## src/rtl/uart_pkg.sv

```systemverilog
// Shared types and helpers for the parametrised UART transmitter.
//   parity_mode_e : encoding of the PARITY_MODE parameter (none / even / odd)
//   tx_state_e    : transmit FSM states
//   calc_parity   : parity bit for a data word under a given mode
package uart_pkg;

    typedef enum logic [1:0] {
        PAR_NONE = 2'd0,
        PAR_EVEN = 2'd1,
        PAR_ODD  = 2'd2
    } parity_mode_e;

    typedef enum logic [2:0] {
        IDLE   = 3'd0,
        START  = 3'd1,
        DATA   = 3'd2,
        PARITY = 3'd3,
        STOP   = 3'd4
    } tx_state_e;

    // Widest legal data word; narrower words are zero-extended, which leaves XOR parity unchanged.
    localparam int MAX_DATA_W = 9;

    function automatic logic calc_parity(input logic [MAX_DATA_W-1:0] data,
                                         input parity_mode_e          mode);
        logic p;
        case (mode)
            PAR_EVEN: p = ^data;
            PAR_ODD:  p = ~^data;
            default:  p = 1'b0;
        endcase
        return p;
    endfunction

endpackage

```

## src/rtl/uart_sync_fifo.sv

```systemverilog
// Small synchronous FIFO, no fall-through: a word pushed at edge k can be popped at edge k+1
// at the earliest. full/empty/level are registered, derived from next-state pointers that carry
// one extra wrap bit.
//   clk, rst : clock, synchronous active-high reset (empties the FIFO)
//   push     : write request, ignored while full (even if a pop happens on the same edge)
//   pop      : read request, ignored while empty
//   wdata    : word written on an accepted push
//   rdata    : word at the head (valid while !empty)
//   full, empty, level : registered status
module uart_sync_fifo #(
    parameter int W     = 8,
    parameter int DEPTH = 4
) (
    input  logic                     clk,
    input  logic                     rst,
    input  logic                     push,
    input  logic                     pop,
    input  logic [W-1:0]             wdata,
    output logic [W-1:0]             rdata,
    output logic                     full,
    output logic                     empty,
    output logic [$clog2(DEPTH):0]   level
);

    localparam int AW = $clog2(DEPTH);
    localparam logic [AW:0] PTR_ONE = {{AW{1'b0}}, 1'b1};

    logic [W-1:0] mem_r [DEPTH];
    logic [AW:0]  wr_ptr_r;
    logic [AW:0]  rd_ptr_r;
    logic [AW:0]  level_r;
    logic         full_r;
    logic         empty_r;
    logic         push_ok_s;
    logic         pop_ok_s;
    logic [AW:0]  wr_nxt_s;
    logic [AW:0]  rd_nxt_s;

    // Qualify requests with the registered flags and form next-state pointers.
    always_comb begin
        push_ok_s = push & ~full_r;
        pop_ok_s  = pop & ~empty_r;
        if (push_ok_s) begin
            wr_nxt_s = wr_ptr_r + PTR_ONE;
        end else begin
            wr_nxt_s = wr_ptr_r;
        end
        if (pop_ok_s) begin
            rd_nxt_s = rd_ptr_r + PTR_ONE;
        end else begin
            rd_nxt_s = rd_ptr_r;
        end
    end

    // Pointer and status registers; full = same index with differing wrap bit.
    always_ff @(posedge clk) begin
        if (rst) begin
            wr_ptr_r <= '0;
            rd_ptr_r <= '0;
            level_r  <= '0;
            full_r   <= 1'b0;
            empty_r  <= 1'b1;
        end else begin
            wr_ptr_r <= wr_nxt_s;
            rd_ptr_r <= rd_nxt_s;
            level_r  <= wr_nxt_s - rd_nxt_s;
            full_r   <= (wr_nxt_s[AW] != rd_nxt_s[AW]) && (wr_nxt_s[AW-1:0] == rd_nxt_s[AW-1:0]);
            empty_r  <= (wr_nxt_s == rd_nxt_s);
        end
    end

    // Storage array; contents need no reset because the pointers define validity.
    always_ff @(posedge clk) begin
        if (push_ok_s) begin
            mem_r[wr_ptr_r[AW-1:0]] <= wdata;
        end
    end

    assign rdata = mem_r[rd_ptr_r[AW-1:0]];
    assign full  = full_r;
    assign empty = empty_r;
    assign level = level_r;

endmodule

```

## src/rtl/uart_tx_param_check.sv

```systemverilog
// Elaboration-time legality checks for the transmitter parameters.
// No ports: instantiate inside uart_tx_fifo_param with the same parameter values.
module uart_tx_param_check #(
    parameter int DATA_W       = 8,
    parameter int CLKS_PER_BIT = 16,
    parameter int PARITY_MODE  = 0,
    parameter int STOP_BITS    = 1,
    parameter int FIFO_DEPTH   = 4
) ();

    if (DATA_W < 5 || DATA_W > 9) begin : g_bad_data_w
        $error("uart_tx_fifo_param: DATA_W must be 5..9");
    end
    if (CLKS_PER_BIT < 2) begin : g_bad_cpb
        $error("uart_tx_fifo_param: CLKS_PER_BIT must be >= 2");
    end
    if (PARITY_MODE < 0 || PARITY_MODE > 2) begin : g_bad_parity
        $error("uart_tx_fifo_param: PARITY_MODE must be 0, 1 or 2");
    end
    if (STOP_BITS < 1 || STOP_BITS > 2) begin : g_bad_stop
        $error("uart_tx_fifo_param: STOP_BITS must be 1 or 2");
    end
    if (FIFO_DEPTH < 2 || (FIFO_DEPTH & (FIFO_DEPTH - 1)) != 0) begin : g_bad_depth
        $error("uart_tx_fifo_param: FIFO_DEPTH must be a power of two >= 2");
    end

endmodule

```

## src/rtl/uart_tx_fifo_param.sv

```systemverilog
// Parametrised UART transmitter with an input FIFO. Words are queued, then sent as
// start bit, DATA_W data bits LSB first, optional parity bit, STOP_BITS stop bits, each bit
// lasting CLKS_PER_BIT cycles. Queued words follow each other with no idle gap.
//   t_clk, t_rst       : clock, synchronous active-high reset (aborts any frame in flight)
//   UART_Tx_RQST       : write request, accepted when UART_Tx_READY_BUSY=1
//   Tx_DATA            : word to send, sampled on the accepting edge
//   UART_Tx_READY_BUSY : 1 = FIFO can accept a word
//   UART_Tx_OUT        : registered serial line, idle high
//   tx_idle            : FSM idle and FIFO empty
//   fifo_level         : FIFO occupancy
//   overflow_err       : sticky, set by a request while full; err_clr clears (set wins)
//   err_clr            : clears overflow_err
module uart_tx_fifo_param #(
    parameter int DATA_W       = 8,
    parameter int CLKS_PER_BIT = 16,
    parameter int PARITY_MODE  = 0,
    parameter int STOP_BITS    = 1,
    parameter int FIFO_DEPTH   = 4
) (
    input  logic                          t_clk,
    input  logic                          t_rst,
    input  logic                          UART_Tx_RQST,
    input  logic [DATA_W-1:0]             Tx_DATA,
    output logic                          UART_Tx_READY_BUSY,
    output logic                          UART_Tx_OUT,
    output logic                          tx_idle,
    output logic [$clog2(FIFO_DEPTH):0]   fifo_level,
    output logic                          overflow_err,
    input  logic                          err_clr
);

    import uart_pkg::*;

    localparam int                  CW        = $clog2(CLKS_PER_BIT);
    localparam parity_mode_e        PAR_CFG   = parity_mode_e'(2'(PARITY_MODE));
    localparam logic [CW-1:0]       LAST_TICK = CW'(CLKS_PER_BIT - 1);
    localparam logic [3:0]          LAST_DATA = 4'(DATA_W - 1);
    localparam logic [3:0]          LAST_STOP = 4'(STOP_BITS - 1);

    tx_state_e           state_r;
    logic [CW-1:0]       clk_cnt_r;
    logic [3:0]          bit_idx_r;
    logic [DATA_W-1:0]   shift_r;
    logic                parity_r;
    logic                tx_line_r;
    logic                tx_idle_r;
    logic                overflow_r;
    logic                fifo_full_s;
    logic                fifo_empty_s;
    logic [DATA_W-1:0]   fifo_rdata_s;
    logic                pop_s;
    logic                last_tick_s;

    uart_tx_param_check #(
        .DATA_W      (DATA_W),
        .CLKS_PER_BIT(CLKS_PER_BIT),
        .PARITY_MODE (PARITY_MODE),
        .STOP_BITS   (STOP_BITS),
        .FIFO_DEPTH  (FIFO_DEPTH)
    ) u_param_check ();

    uart_sync_fifo #(
        .W    (DATA_W),
        .DEPTH(FIFO_DEPTH)
    ) u_fifo (
        .clk  (t_clk),
        .rst  (t_rst),
        .push (UART_Tx_RQST),
        .pop  (pop_s),
        .wdata(Tx_DATA),
        .rdata(fifo_rdata_s),
        .full (fifo_full_s),
        .empty(fifo_empty_s),
        .level(fifo_level)
    );

    // Pop when idle, or on the final cycle of the final stop bit so the next start follows directly.
    always_comb begin
        last_tick_s = (clk_cnt_r == LAST_TICK);
        if (state_r == IDLE) begin
            pop_s = ~fifo_empty_s;
        end else if ((state_r == STOP) && last_tick_s && (bit_idx_r == LAST_STOP)) begin
            pop_s = ~fifo_empty_s;
        end else begin
            pop_s = 1'b0;
        end
    end

    // Transmit FSM with bit-period counter, bit index, shift register and line register.
    always_ff @(posedge t_clk) begin
        if (t_rst) begin
            state_r   <= IDLE;
            clk_cnt_r <= '0;
            bit_idx_r <= 4'd0;
            shift_r   <= '0;
            parity_r  <= 1'b0;
            tx_line_r <= 1'b1;
            tx_idle_r <= 1'b1;
        end else begin
            tx_idle_r <= 1'b0;
            case (state_r)
                IDLE: begin
                    clk_cnt_r <= '0;
                    bit_idx_r <= 4'd0;
                    if (pop_s) begin
                        shift_r   <= fifo_rdata_s;
                        parity_r  <= calc_parity(MAX_DATA_W'(fifo_rdata_s), PAR_CFG);
                        tx_line_r <= 1'b0;
                        state_r   <= START;
                    end else begin
                        // FIFO is empty here, so it cannot be full: any request is accepted.
                        tx_line_r <= 1'b1;
                        tx_idle_r <= ~UART_Tx_RQST;
                    end
                end
                START: begin
                    if (last_tick_s) begin
                        clk_cnt_r <= '0;
                        bit_idx_r <= 4'd0;
                        tx_line_r <= shift_r[0];
                        state_r   <= DATA;
                    end else begin
                        clk_cnt_r <= clk_cnt_r + CW'(1);
                    end
                end
                DATA: begin
                    if (last_tick_s) begin
                        clk_cnt_r <= '0;
                        if (bit_idx_r == LAST_DATA) begin
                            bit_idx_r <= 4'd0;
                            if (PAR_CFG == PAR_NONE) begin
                                tx_line_r <= 1'b1;
                                state_r   <= STOP;
                            end else begin
                                tx_line_r <= parity_r;
                                state_r   <= PARITY;
                            end
                        end else begin
                            bit_idx_r <= bit_idx_r + 4'd1;
                            shift_r   <= shift_r >> 1;
                            tx_line_r <= shift_r[1];
                        end
                    end else begin
                        clk_cnt_r <= clk_cnt_r + CW'(1);
                    end
                end
                PARITY: begin
                    if (last_tick_s) begin
                        clk_cnt_r <= '0;
                        bit_idx_r <= 4'd0;
                        tx_line_r <= 1'b1;
                        state_r   <= STOP;
                    end else begin
                        clk_cnt_r <= clk_cnt_r + CW'(1);
                    end
                end
                STOP: begin
                    if (last_tick_s) begin
                        clk_cnt_r <= '0;
                        if (bit_idx_r == LAST_STOP) begin
                            bit_idx_r <= 4'd0;
                            if (pop_s) begin
                                shift_r   <= fifo_rdata_s;
                                parity_r  <= calc_parity(MAX_DATA_W'(fifo_rdata_s), PAR_CFG);
                                tx_line_r <= 1'b0;
                                state_r   <= START;
                            end else begin
                                tx_line_r <= 1'b1;
                                tx_idle_r <= ~UART_Tx_RQST;
                                state_r   <= IDLE;
                            end
                        end else begin
                            bit_idx_r <= bit_idx_r + 4'd1;
                        end
                    end else begin
                        clk_cnt_r <= clk_cnt_r + CW'(1);
                    end
                end
                default: begin
                    state_r   <= IDLE;
                    clk_cnt_r <= '0;
                    bit_idx_r <= 4'd0;
                    tx_line_r <= 1'b1;
                end
            endcase
        end
    end

    // Sticky overflow flag; a new overflow outranks a same-edge clear.
    always_ff @(posedge t_clk) begin
        if (t_rst) begin
            overflow_r <= 1'b0;
        end else if (UART_Tx_RQST && fifo_full_s) begin
            overflow_r <= 1'b1;
        end else if (err_clr) begin
            overflow_r <= 1'b0;
        end else begin
            overflow_r <= overflow_r;
        end
    end

    assign UART_Tx_READY_BUSY = ~fifo_full_s;
    assign UART_Tx_OUT        = tx_line_r;
    assign tx_idle            = tx_idle_r;
    assign overflow_err       = overflow_r;

endmodule

```

## config.mk

```make
export PLATFORM = sky130hd
export DESIGN_NAME = uart_tx_fifo_param
export DESIGN_NICKNAME = d
export VERILOG_FILES = /design/src/rtl/uart_pkg.sv /design/src/rtl/uart_sync_fifo.sv /design/src/rtl/uart_tx_param_check.sv /design/src/rtl/uart_tx_fifo_param.sv
export SDC_FILE = /design/constraint.sdc
export NUM_CORES = 1
export LEC_CHECK = 0
export CELL_PAD_IN_SITES_DETAIL_PLACEMENT = 1
export CELL_PAD_IN_SITES_GLOBAL_PLACEMENT = 1
export CORE_UTILIZATION = 52
export CTS_CLUSTER_SIZE = 25
export DETAILED_ROUTE_END_ITERATION = 16
export GPL_TIMING_DRIVEN = 0
export PLACE_DENSITY = 0.88
export RECOVER_POWER = 25
export SLEW_MARGIN = 20
export SYNTH_ARGS = -nofsm -noshare
export SYNTH_HDL_FRONTEND = slang
export SYNTH_HIERARCHICAL = 1
export SYNTH_SLANG_ARGS = --single-unit
```

## constraint.sdc

```tcl
create_clock -name t_clk -period 5.87 [get_ports t_clk]
set_clock_uncertainty 0.15 [all_clocks]
set_input_delay 1.761 -clock t_clk [delete_from_list [all_inputs] [get_ports t_clk]]
set_output_delay 1.761 -clock t_clk [all_outputs]
set_load 0.01 [all_outputs]
```

==> results.txt <==
----------------------------------------------------
[Outcome]
  Result of the run ... completed

[Detailed routing]
  Remaining design rule violation count ... 0
  Total length of routed wires ... 6.307 mm
  Via count ... 1859
  Wire per inst ... 18.83 µm
  Antenna-violating nets left ... 0
  Vias per Instance ... 5.549
  Starting DRT DRC Count ... 79
  First-pass DRT Iterations ... 4

[Logic synthesis]
  Post-synthesis sequential area ratio ... 54.52%
  Cell area after synthesis ... 2974 µm²
  Dominant register cell in the synthesized netlist ... sky130_fd_sc_hd__dfxtp_1
  Number of enable flip-flop cells after synthesis ... 32
  Top cells by area, synth ... sky130_fd_sc_hd__edfxtp_1 32%, sky130_fd_sc_hd__dfxtp_1 22%, sky130_fd_sc_hd__mux4_2 5.3%
  Synth Register Bits ... 65
  Post-synth top area share ... 32.31%
  Net count of the mapped netlist ... 251
  Mean cell area of the mapped netlist ... 12.99 µm²
  Gate count of the mapped netlist ... 229
  Post-synth ARST share ... 0%
  Cell accounting for the most synthesized area ... sky130_fd_sc_hd__edfxtp_1
  Yosys warnings ... 6
  Number of library cell types mapped by synthesis ... 55

[Critical path]
  Worst endpoint data arrival time ... 3.70 ns
  Reg-to-reg endpoint ... u_fifo/level[2]
  Start of the worst register-to-register path ... bit_idx_r[0]
  Critical path required time ... 5.96 ns
  Critical path type ... primary input to flip-flop
  Endpoint type of the worst setup path ... flip-flop
  Depth of the worst register-to-register path ... 11
  Largest fanout on the critical path ... 6
  Register-to-register setup slack ... 2.84 ns
  Startpoint Class ... primary input

[STA]
  Summed negative setup slack over all endpoints ... 0 ns
  Crit share post-route ... 61.49%
  Relative slew slack ... 57.73%
  Final worst hold slack ... 0.3222 ns
  Maximum clock rate ... 0.2770 GHz
  Unrepaired setup endpoints after global routing ... false
  Max-slew violation count ... 0
  Count of endpoints failing hold in the final timing report ... 0
  Final period demand of the worst path ... 3.610 ns
  Total setup violations reported at the end of the flow ... 0
  Measured slew at the worst slew-check pin ... 0.6274 ns

[Global routing]
  Antenna violations before repair ... 0
  Vias in the first global route ... 2142
  Wire length of the first global-routing pass ... 10.85 mm
  Maximum number of pins on one net before global-route repair ... 13
  Overall global routing resource usage ... 24.46%
  Aggregate global routing overflow ... 0

[Power and ir drop]
  Fraction of power spent switching nets ... 25.00%
  Peak supply drop ... 0.2784 mV
  Combinational fraction of design power ... 16.0%
  Relative contribution of the clock network to total power ... 39.2%
  Power density cells ... 342.1 nW/µm²
  Internal Dissipation ... 0.8947 mW
  Total net switching power ... 0.2983 mW
  Total Power ... 1.193 mW
  Flop pwr share ... 44.8%
  LEAKAGE ... 1.273 nW

[CTS]
  CTS buffer count ... 9
  Clock insertion delay at the later pin of the skew report ... 0.34 ns
  Clock transition time at the flip-flop clock pins of the worst setup and hold paths ... 0.08 ns
  Gates resized, CTS repair ... 0
  CTS H-tree lvls ... 3
  Clock Sinks ... 65
  Hold-fix buffers at CTS ... 0
  Clock root buffer ... sky130_fd_sc_hd__clkbuf_8
  Clock tree from TritonCTS ... built
  Post-CTS Setup Inserts ... 0
  Worst-case clock buffer depth ... 2

[Place]
  # port buffers ... 18
  Post-detailed-placement half-perimeter wirelength ... 4.485 mm
  Routability-driven placement congestion ratio ... 0.8353
  Cells after DPL ... 319

[Min path]
  Count of cells along the worst hold path ... 1
  Hold path startpoint ... clk_cnt_r[0]
  Kind of path behind the tightest hold check ... flip-flop to flip-flop
  Worst Hold Endpoint ... clk_cnt_r[0]

[Layout]
  Area added between synthesis and finish ... 17.25%
  Number of non-filler instances in the completed layout ... 335
  Fraction of the core area covered by cells at the end of the flow ... 63.33%
  Commonest non-fill, non-tap cell in the layout ... sky130_fd_sc_hd__dfxtp_1
  Total Nets Final ... 280
  Count of inserted antenna diode cells ... 0
  Top library cells by usage in the layout, fill and taps aside ... 33 x sky130_fd_sc_hd__dfxtp_1, 32 x sky130_fd_sc_hd__edfxtp_1, 24 x sky130_fd_sc_hd__nor2_1
  Share of layout cells above drive strength 1 ... 19.77%
  Filler cell count ... 533

[Floorplanning]
  I/O pin count ... 19
  Die boundary height ... 77.63 µm
  Standard cell core area ... 5507 µm²
  Initial standard-cell utilization of the core ... 54.01%
  Die Outline Area ... 6026 µm²
  Number of rows created at floorplan ... 27
  Width of the die ... 77.63 µm

[Flow run]
  # Max-Cap Violations ... 0

----------------------------------------------------
cells by family (layout without fill, tap and decap cells):
family / Yosys count / after routing / share of synthesized area [%]
buf+inv: 18 / 52 / 2.777
xor+xnor: 8 / 8 / 3.871
fa+ha+maj: 10 / 10 / 4.459
simple gates: 77 / 77 / 15.02
flops: 65 / 65 / 54.52
compound gates: 26 / 26 / 6.984
mux: 25 / 25 / 12.37
registers in the layout, summed over array words and instances, names as in the netlist:
name             cells
state_r              3
u_fifo/mem_r        32
clk_cnt_r            4
tx_idle              1
u_fifo/level         3
overflow_err         1
u_fifo/rd_ptr_r      3
shift_r              8
u_fifo/wr_ptr_r      3
UART_Tx_OUT          1
bit_idx_r            4
u_fifo/full          1
u_fifo/empty         1
per-layer routing:
metal,global-route usage (%),up-vias,share of wire (%)
met1,28.25,938,43
met3,6.824,14,2.6
met4,9.434,0,2.3
met5,0,-,0
met2,42.83,21,52
li1,-,886,-
area by class of cell:
type	instances	area [µm²]	area share (%)
sequential	65	1622	46.50
multi-input combinational	146	1270	36.42
timing repair buffer	18	180.2	5.167
clock buffer	10	127.6	3.660
clock inverter	6	115.1	3.301
tap	72	90.09	2.583
buffer	10	52.55	1.507
inverter	8	30.03	0.8611
stage by stage:
stage / instance area (µm²) / setup WS [ns]
floorplan: 2974 / 2.624
global placement: 3244 / 1.971
detailed placement: 3244 / 1.914
CTS: 3487 / 2.294
global route: 3487 / 2.203
finish: 3487 / 2.261
power groups by stage:
stage               Sequential (mW)  Combinational, mW  Clock [mW]
floorplan                     0.540              0.129           0
global placement              0.540              0.181           0
detailed placement            0.544              0.189           0
CTS                           0.534              0.193       0.474
global route                  0.538              0.207       0.495
finish                        0.534              0.191       0.468
Yosys cell counts, drive strengths merged, types with 6 or more instances:
library cell / count
inv: 8
and2: 6
nand2: 6
ha: 9
nor2: 24
nor2b: 11
mux2i: 9
mux2: 8
mux4: 8
o21ai: 6
dfxtp: 33
nor3: 6
edfxtp: 32
worst max path at each step:
stage          slack, ns  depth (start not counted)    startpoint               to
5_1_grt             2.20                          7  UART_Tx_RQST  u_fifo/level[2]
3_5_place_dp        1.91                          7  UART_Tx_RQST  u_fifo/level[2]
3_3_place_gp        1.97                          7  UART_Tx_RQST  u_fifo/level[2]
6_report            2.26                          7  UART_Tx_RQST  u_fifo/level[2]
2_1_floorplan       2.62                          6  UART_Tx_RQST  u_fifo/level[2]
4_1_cts             2.29                          7  UART_Tx_RQST  u_fifo/level[2]
worst max-delay path, stage by stage:
cell,delay (ns)
sky130_fd_sc_hd__clkdlybuf4s50_1,0.53
sky130_fd_sc_hd__and2b_4,0.26
sky130_fd_sc_hd__xnor2_2,0.23
sky130_fd_sc_hd__nand2b_1,0.11
sky130_fd_sc_hd__fa_1,0.39
sky130_fd_sc_hd__nor2b_1,0.14
sky130_fd_sc_hd__mux2_4,0.27
Note: power is estimated with default switching activity, not from simulation.
